**src/rtl/mem_sweep_gen_pkg.sv**
```systemverilog
// Shared types and helpers for the strided memory sweep engine.
// Mode/state encodings and window-length arithmetic live here.
package mem_sweep_pkg;

    localparam int ERRCNT_W = 16;

    typedef enum logic [1:0] {
        M_READ  = 2'd0,
        M_FILL  = 2'd1,
        M_CHECK = 2'd2,
        M_WRAP  = 2'd3
    } mode_t;

    typedef enum logic [2:0] {
        S_IDLE,
        S_FILL,
        S_READ,
        S_DRAIN,
        S_FIN
    } state_t;

    function automatic int unsigned sweep_len(
        input int unsigned base,
        input int unsigned limit,
        input int unsigned stride
    );
        if (stride == 0 || limit < base) return 1;
        return (limit - base) / stride + 1;
    endfunction

endpackage

```
**src/rtl/mem_sweep_gen_addr_ctr.sv**
```systemverilog
// Strided window address counter shared by the write and read phases.
// Termination is by index, so an unreachable LIMIT truncates cleanly.
module sweep_addr_ctr
    import mem_sweep_pkg::*;
#(
    parameter int          AW     = 32,
    parameter int unsigned BASE   = 0,
    parameter int unsigned LIMIT  = 64,
    parameter int unsigned STRIDE = 4
) (
    input  logic          clk,
    input  logic          nrst,
    input  logic          clr,
    input  logic          inc,
    output logic [AW-1:0] addr,
    output logic          last
);

    localparam int unsigned N  = sweep_len(BASE, LIMIT, STRIDE);
    localparam int          KW = (N > 1) ? $clog2(N) : 1;

    logic [KW-1:0] k;

    always_ff @(posedge clk or posedge nrst) begin
        if (nrst) begin
            addr <= AW'(BASE);
            k    <= '0;
        end else if (clr) begin
            addr <= AW'(BASE);
            k    <= '0;
        end else if (inc) begin
            addr <= addr + AW'(STRIDE);
            k    <= k + KW'(1);
        end
    end

    assign last = (k == KW'(N - 1));

endmodule

```
**src/rtl/mem_sweep_gen.sv**
```systemverilog
// Memory sweep engine: read sweep, pattern fill, fill-then-verify
// and wrapping read over a strided address window.
module mem_sweep_gen
    import mem_sweep_pkg::*;
#(
    parameter int          AW     = 32,
    parameter int          DW     = 32,
    parameter int unsigned BASE   = 0,
    parameter int unsigned LIMIT  = 64,
    parameter int unsigned STRIDE = 4,
    parameter int          RD_LAT = 1
) (
    input  logic                clk,
    input  logic                nrst,
    input  logic                start,
    input  logic                stop,
    input  logic [1:0]          mode,
    input  logic [DW-1:0]       seed,
    output logic                busy,
    output logic                done,
    output logic [AW-1:0]       raddress,
    output logic [AW-1:0]       waddress,
    output logic                wr,
    output logic [DW-1:0]       datain,
    input  logic [DW-1:0]       dataout,
    output logic                err,
    output logic [ERRCNT_W-1:0] err_count,
    output logic [AW-1:0]       err_addr
);

    if (LIMIT < BASE) begin : g_bad_window
        $error("mem_sweep_gen: LIMIT must be >= BASE");
    end
    if (STRIDE == 0) begin : g_bad_stride
        $error("mem_sweep_gen: STRIDE must be > 0");
    end
    if (RD_LAT < 1) begin : g_bad_lat
        $error("mem_sweep_gen: RD_LAT must be >= 1");
    end

    localparam int DCW = (RD_LAT > 1) ? $clog2(RD_LAT) : 1;

    function automatic logic [DW-1:0] pat(
        input logic [DW-1:0] s,
        input logic [AW-1:0] a
    );
        return s + DW'(a);
    endfunction

    state_t        state;
    mode_t         mode_q;
    logic [DW-1:0] seed_q;
    logic [DCW-1:0] dcnt;

    logic [AW-1:0] ctr_addr;
    logic [AW-1:0] nxt;
    logic          last;
    logic          ctr_clr;
    logic          ctr_inc;
    logic          go;
    logic          halt;
    logic          is_fill;

    assign go      = (state == S_IDLE) && start && !stop;
    assign halt    = (state != S_IDLE) && stop;
    assign nxt     = ctr_addr + AW'(STRIDE);
    assign is_fill = (mode_t'(mode) == M_FILL) ||
                     (mode_t'(mode) == M_CHECK);

    // Rewind for CHECK's read-back and for every WRAP pass.
    assign ctr_clr = go || (!halt && last &&
                     ((state == S_FILL && mode_q == M_CHECK) ||
                      (state == S_READ && mode_q == M_WRAP)));
    assign ctr_inc = !halt && !last &&
                     (state == S_FILL || state == S_READ);

    sweep_addr_ctr #(
        .AW     (AW),
        .BASE   (BASE),
        .LIMIT  (LIMIT),
        .STRIDE (STRIDE)
    ) u_ctr (
        .clk  (clk),
        .nrst (nrst),
        .clr  (ctr_clr),
        .inc  (ctr_inc),
        .addr (ctr_addr),
        .last (last)
    );

    always_ff @(posedge clk or posedge nrst) begin
        if (nrst) begin
            state    <= S_IDLE;
            mode_q   <= M_READ;
            seed_q   <= '0;
            dcnt     <= '0;
            busy     <= 1'b0;
            done     <= 1'b0;
            wr       <= 1'b0;
            datain   <= '0;
            raddress <= AW'(BASE);
            waddress <= AW'(BASE);
        end else begin
            done <= 1'b0;
            if (halt) begin
                state <= S_IDLE;
                busy  <= 1'b0;
                wr    <= 1'b0;
            end else begin
                unique case (state)
                    S_IDLE: if (go) begin
                        mode_q <= mode_t'(mode);
                        seed_q <= seed;
                        busy   <= 1'b1;
                        if (is_fill) begin
                            state    <= S_FILL;
                            wr       <= 1'b1;
                            waddress <= AW'(BASE);
                            datain   <= pat(seed, AW'(BASE));
                        end else begin
                            state    <= S_READ;
                            raddress <= AW'(BASE);
                        end
                    end
                    S_FILL: if (!last) begin
                        waddress <= nxt;
                        datain   <= pat(seed_q, nxt);
                    end else begin
                        wr <= 1'b0;
                        if (mode_q == M_CHECK) begin
                            state    <= S_READ;
                            raddress <= AW'(BASE);
                        end else begin
                            state <= S_FIN;
                            busy  <= 1'b0;
                            done  <= 1'b1;
                        end
                    end
                    S_READ: if (!last) begin
                        raddress <= nxt;
                    end else if (mode_q == M_WRAP) begin
                        raddress <= AW'(BASE);
                    end else if (mode_q == M_CHECK) begin
                        state <= S_DRAIN;
                        dcnt  <= '0;
                    end else begin
                        state <= S_FIN;
                        busy  <= 1'b0;
                        done  <= 1'b1;
                    end
                    S_DRAIN: if (dcnt == DCW'(RD_LAT - 1)) begin
                        state <= S_FIN;
                        busy  <= 1'b0;
                        done  <= 1'b1;
                    end else begin
                        dcnt <= dcnt + DCW'(1);
                    end
                    S_FIN:   state <= S_IDLE;
                    default: state <= S_IDLE;
                endcase
            end
        end
    end

    // Expected-data pipeline: each entry exits as its read data arrives.
    logic [RD_LAT-1:0] pv;
    logic [DW-1:0]     pe [RD_LAT];
    logic [AW-1:0]     pa [RD_LAT];
    logic              push;
    logic              hit;

    assign push = (state == S_READ) && (mode_q == M_CHECK);
    assign hit  = !halt && pv[RD_LAT-1] &&
                  (dataout != pe[RD_LAT-1]);

    always_ff @(posedge clk or posedge nrst) begin
        if (nrst) begin
            pv        <= '0;
            err       <= 1'b0;
            err_count <= '0;
            err_addr  <= '0;
            for (int i = 0; i < RD_LAT; i++) begin
                pe[i] <= '0;
                pa[i] <= '0;
            end
        end else begin
            if (halt || go) begin
                pv <= '0;
            end else begin
                pv[0] <= push;
                for (int i = 1; i < RD_LAT; i++) pv[i] <= pv[i-1];
            end
            pe[0] <= pat(seed_q, raddress);
            pa[0] <= raddress;
            for (int i = 1; i < RD_LAT; i++) begin
                pe[i] <= pe[i-1];
                pa[i] <= pa[i-1];
            end
            if (go) begin
                err       <= 1'b0;
                err_count <= '0;
                err_addr  <= '0;
            end else if (hit) begin
                err <= 1'b1;
                if (err_count != '1)
                    err_count <= err_count + ERRCNT_W'(1);
                if (!err)
                    err_addr <= pa[RD_LAT-1];
            end
        end
    end

endmodule

```
**config.mk**
```make
export PLATFORM = sky130hd
export DESIGN_NAME = mem_sweep_gen
export DESIGN_NICKNAME = d
export VERILOG_FILES = /design/src/rtl/mem_sweep_gen_pkg.sv /design/src/rtl/mem_sweep_gen_addr_ctr.sv /design/src/rtl/mem_sweep_gen.sv
export SDC_FILE = /design/constraint.sdc
export NUM_CORES = 1
export LEC_CHECK = 0
export CAP_MARGIN = 20
export CORE_MARGIN = 2
export CORE_UTILIZATION = 60
export DETAILED_ROUTE_END_ITERATION = 10
export PLACE_DENSITY = 0.87
export SYNTH_ARGS = -nofsm -noshare
export SYNTH_HDL_FRONTEND = slang
export SYNTH_HIERARCHICAL = 1
export SYNTH_SLANG_ARGS = --single-unit
```
**constraint.sdc**
```tcl
create_clock -name clk -period 18.2 [get_ports clk]
set_input_delay 3.64 -clock clk [delete_from_list [all_inputs] [get_ports clk]]
set_output_delay 3.64 -clock clk [all_outputs]
set_load 0.02 [all_outputs]
```
Word level (Yosys, flattened, before mapping)
Index checks and enable logic that the tools add are counted.
- flip-flop bits (word level): 288
- input bits: 70
- output and inout bits: 148
- logic and storage cells: 154
- add/sub/neg operators: 6
- eq/ne operators: 27
- mux-type cells: 63
- bitwise gates (word level): 1
- reduce and logical (&&, ||, !) cells: 39
- operators by type and width (kind ; number):
    $mux 32 ; 17
    $pmux 32 s2 ; 2
    $pmux 32 s3 ; 1
    $add 32x32->32 ; 2
    $mux 16 ; 3
    $add 32x3->32 const B ; 1
    $ne 32x32->1 ; 1
    $mux 1 ; 24
    $mux 3 ; 8
    $ne 3x3->1 const B ; 7
    $add 16x1->16 const B ; 1
    $ne 16x16->1 const B ; 1
    $reduce_and 5->1 ; 3
    $ne 2x2->1 const B ; 7
    $logic_and 1x1->1 ; 12
    $pmux 3 s4 ; 1
    $mux 5 ; 2
    $reduce_bool 2->1 ; 5
    $reduce_bool 3->1 ; 3
    $reduce_and 7->1 ; 1
    $eq 2x2->1 const B ; 3
    $eq 3x2->1 const B ; 2
    $ne 2x1->1 const B ; 3
    $reduce_and 6->1 ; 1
    17 further kinds ; 25

Depth between registers and ports, before layout
- depth in word-level cells: 7
- mapped depth: 18
- mapped depth without buffers: 17

By module
The synthesis kept the hierarchy.
- modules (own cells, without submodules) (module ; times used ; cells each ; area an instance (µm²) ; seq. area each (µm²)):
    mem_sweep_gen ; 1 ; 1433 ; 13720.7 ; 6256.0
    sweep_addr_ctr ; 1 ; 191 ; 1829.3 ; 875.8

Worst setup path before layout
Ideal clock, no wire load.
- path kind: input port to flip-flop
- start: in start
- end: reg u_ctr.addr[18]
- library setup time: 78 ps
- arrival time: 5887 ps
- data required time: 18122 ps
- path slack: 12235 ps
- cell stages on the path: 10
- path buffers: 3
- cell sequence: nor2b_1 > and2_1 > clkbuf_1 > clkbuf_1 > a41o_1 > o2111ai_1 > or3_1 > clkbuf_1 > or3_1 > a21oi_1
- longest elaborated chain between the ends: 4
- RTL lines (what ; line ; text):
    start: declaration ; mem_sweep_gen.sv:15 ; input logic start,
    $logic_and 1x1->1 * (2 in series) ; mem_sweep_gen.sv:64 ; assign go = (state == S_IDLE) && start && !stop;
    $logic_or 1x1->1 * ; mem_sweep_gen.sv:71 ; assign ctr_clr = go || (!halt && last &&
    net ctr_clr ; mem_sweep_gen.sv:58 ; logic ctr_clr;
    $mux 32 / $reduce_bool 2->1 (equally long branches) ; n/a ;
    end signal: assignment ; mem_sweep_gen_addr_ctr.sv:26 ; addr <= AW'(BASE);
    end signal: assignment ; mem_sweep_gen_addr_ctr.sv:29 ; addr <= AW'(BASE);
    end signal: assignment ; mem_sweep_gen_addr_ctr.sv:32 ; addr <= addr + AW'(STRIDE);
    end: declaration ; mem_sweep_gen_addr_ctr.sv:15 ; output logic [AW-1:0] addr,
Mark *: on every way through the listed nets, which the timed path passes. The rest lies on a longest branch.
A chain may end at the register's enable or synchronous reset.

Final worst setup path
- start: in stop
- end: reg u_ctr.addr[29]
- longest elaborated chain between the ends: 6
- RTL lines (what ; line ; text):
    start: declaration ; mem_sweep_gen.sv:16 ; input logic stop,
    $logic_and 1x1->1 ; mem_sweep_gen.sv:65 ; assign halt = (state != S_IDLE) && stop;
    $logic_not 1->1 ; mem_sweep_gen.sv:71 ;
    $logic_and 1x1->1 (2 in series) ; mem_sweep_gen.sv:71 ;
    $logic_or 1x1->1 * ; mem_sweep_gen.sv:71 ;
    net ctr_clr ; mem_sweep_gen.sv:58 ;
    $mux 32 / $reduce_bool 2->1 (equally long branches) ; n/a ;
Marks and branches as above.

==> run summary <==
RSZ-0062 raised after global routing = false
Root Driver = clkbuf_16
CTS Hold Bufs = 0
CP max FO = 86
Yosys cell types = 74
Min-Delay Path Class = flip-flop to flip-flop
Setup Viol. Count Final = 0
final setup TNS = 0 ns
worst path cell trace = clkdlybuf4s50_1, nor2b_1, and2_4, a41o_1, buf_4, o211a_1, nand4_1, nor4_1, mux2_2
period utilization = 40.3%
fmax = 136 MHz
floorplan core area = 25,300 um2
area grow syn2layout = 22.2%
max-slew violation count = 0
Via Count = 13,400
Final Hold Viols = 0
critical path class = input pin to flip-flop
CP startpoint = stop
Worst Path Required = 18.63 ns
first-pass GRT wire length = 68,600 um
sequential fraction of the synthesis area = 45.9%
Num CTS Buffers = 30
reg2reg start = state[0]
postcts setup bufs = 0
all-layer global routing usage = 32.5%
routed length per instance = 20.5 um
Initial Util = 61.4%
CP endpoint = u_ctr/addr[29]
Crit-path slowest cell = and2_4
drt via density = 6.17
Worst Tran Pin Value = 1.18 ns
Synth Flop Type = dfrtp_1
Hold Slack = 0.437 ns
Synth Area in Compound Gates = 14.7%
MaxCap Viol Count = 0
syn_area_per_cell = 9.58 um2
Clk Latency, worst-skew pair = 0.56 ns
post-synthesis simple-gate area fraction = 16.7%
Final nets = 1,963
Power Dens Cells = 130 nW/um2
CTS Sinks = 285
# resized after CTS = 0
largest net degree at the start of global routing = 96
Cell Area, Synth = 15,500 um2
Post-DRT Antenna Nets = 0
Leak = 8.57 nW
HPWL Detailed = 32,200 um
area of the multi-input gates = 7900 um2
flop-to-flop setup slack = 14.01 ns
drt drc = 0
die height = 165 um
Die X = 165 um
Placer Congestion = 0.981
I/O Pins = 218
Filler Cell Count = 1,726
reg2reg path depth = 8
Critical Path AT = 7.76 ns
dpl cell area = 17,900 um2
Post-Synth Adder-Cell Area = 6.29%
# H-tree levels = 1
yosys warns = 6
Finished Cell Area = 19,000 um2
iteration-0 DRC count of the detailed router = 1,406
endpoint type of the worst setup path = flip-flop
Slew Limit Headroom = 21.6%
max incr delay on CP = 0.86 ns
register bit total from synthesis = 285
DR pass1 iterations = 6
total wire length = 44,600 um
GR Overflow Total = 0
synthesized instance count = 1,624
Register Area = 7130 um2
clock skew = 0.0154 ns
peak supply drop = 0.124 mV
outcome = completed
post-layout power = 2.47 mW
Post-synth EDFFs = 0
antenna violations before repair = 0
CTS max path bufs = 3
Port-buffer cells = 217
site row count = 58
clock slew at reported path FFs = 0.06 ns
Worst Setup Start Kind = input pin
FFs w/ async S/R, synth = 100%
number of global-route vias before repair = 12,700
Final min period = 7.33 ns
post-synthesis mux area share = 5.12%
CTS tree = built
share of layout cells above drive strength 1 = 6.80%
Reg-to-Reg End = u_ctr/addr[29]
XOR/XNOR Fraction of Synth Area = 7.76%
combinational family with the most area after synthesis = simple AND/OR/NAND/NOR gates
Die ar. = 27,200 um2
[placed cells by master (no fill, tap or decap), types with 54 or more instances in the layout]
master / count
dfrtp_1: 285
o21ai_0: 102
nand2_1: 170
a21oi_1: 111
inv_1: 61
ha_1: 75
xnor2_1: 80
xor2_1: 54
clkdlybuf4s50_1: 217
nor2_1: 152
[metal layers]
| metal | global-route usage [%] | routed length (um) |
|---|---|---|
| met1 | 45.1 | 18400 |
| met2 | 52.6 | 20600 |
| met3 | 4.57 | 4050 |
| met4 | 11.5 | 1610 |
| met5 | 0 | 0 |
[flip-flops by register name, summed over array words and instances, names as in the netlist, 2 cells and up]
name and flops:
pa 32, mode_q 2, raddress 32, u_ctr/addr 30, pe 32, waddress 32
err_addr 32, datain 32, seed_q 32, state 3, u_ctr/k 5, err_count 16
[kinds of logic after synthesis]
group,count (synthesis)
buffers and inverters,134
AOI/OAI and AO/OA,373
adders and majority gates,77
xor gates and xnor gates,136
DFF,285
muxes,75
other,1
and+or+nand+nor,543
[cells in the mapped netlist (5+ instances only)]
library cell,count,area (um2)
o31ai_1,15,113
ha_1,75,938
nor3_1,27,135
xor2_1,54,473
buf_4,6,45.0
inv_1,62,233
a31oi_1,10,62.6
or4_1,13,97.6
and3_1,15,93.8
xnor2_1,80,701
o211ai_1,5,37.5
o2111ai_1,5,43.8
buf_2,14,70.1
mux2i_1,39,390
and2_1,14,87.6
mux2_2,36,405
nand4_1,37,231
and4_1,10,87.6
nand2_1,170,638
nor2_1,152,571
o21a_1,7,52.6
o21ai_0,102,510
dfrtp_1,285,7130
nor4_1,9,56.3
or3_1,21,131
buf_1,8,30.0
nand3_1,40,200
o21bai_1,11,82.6
a21oi_1,111,556
clkbuf_1,42,158
a21o_1,27,203
a22o_1,6,52.6
o21ai_1,32,160
nor2b_1,11,68.8
[area by class of cell]
cell class	count	area share [%]
repair buffers	231	12.3
multi-input cells	1206	41.6
clock inverters	14	0.619
inverters	62	1.26
diodes	2	0.0263
flip-flops and latches	285	37.5
well taps	330	2.17
clock buffers	41	4.49
[critical path: cells and delay by family]
kind	cells	cell delay, ns
AOI/OAI and AO/OA	2	0.44
buffers and inverters	2	1.05
muxes	1	0.37
and+or+nand+nor	4	2.24
[worst min path at each step]
stage | from | end | slack [ns] | cells past startpoint
detailed placement | raddress[5] | pa[5] | 0.43 | 0
CTS | raddress[27] | pa[27] | 0.44 | 0
floorplan | pa[30] | err_addr[30] | 0.47 | 2
finish | raddress[27] | pa[27] | 0.44 | 0
global route | raddress[27] | pa[27] | 0.46 | 0
global placement | raddress[7] | pa[7] | 0.43 | 0
[stage by stage]
step	util (%)	worst slack, ns	cells
global route	75.0	10.49	2169
floorplan	-	7.69	1625
global placement	70.8	10.46	2111
CTS	74.7	10.85	2166
finish	75.0	10.87	2171
detailed placement	70.8	10.29	2111
[where the power goes]
part	switching, mW	internal (mW)	leakage (nW)
combinational	0.564	0.402	4.34
sequential	0.138	0.771	3.76
clock	0.254	0.342	0.476
No activity file was read; power rests on OpenSTA's default activity.
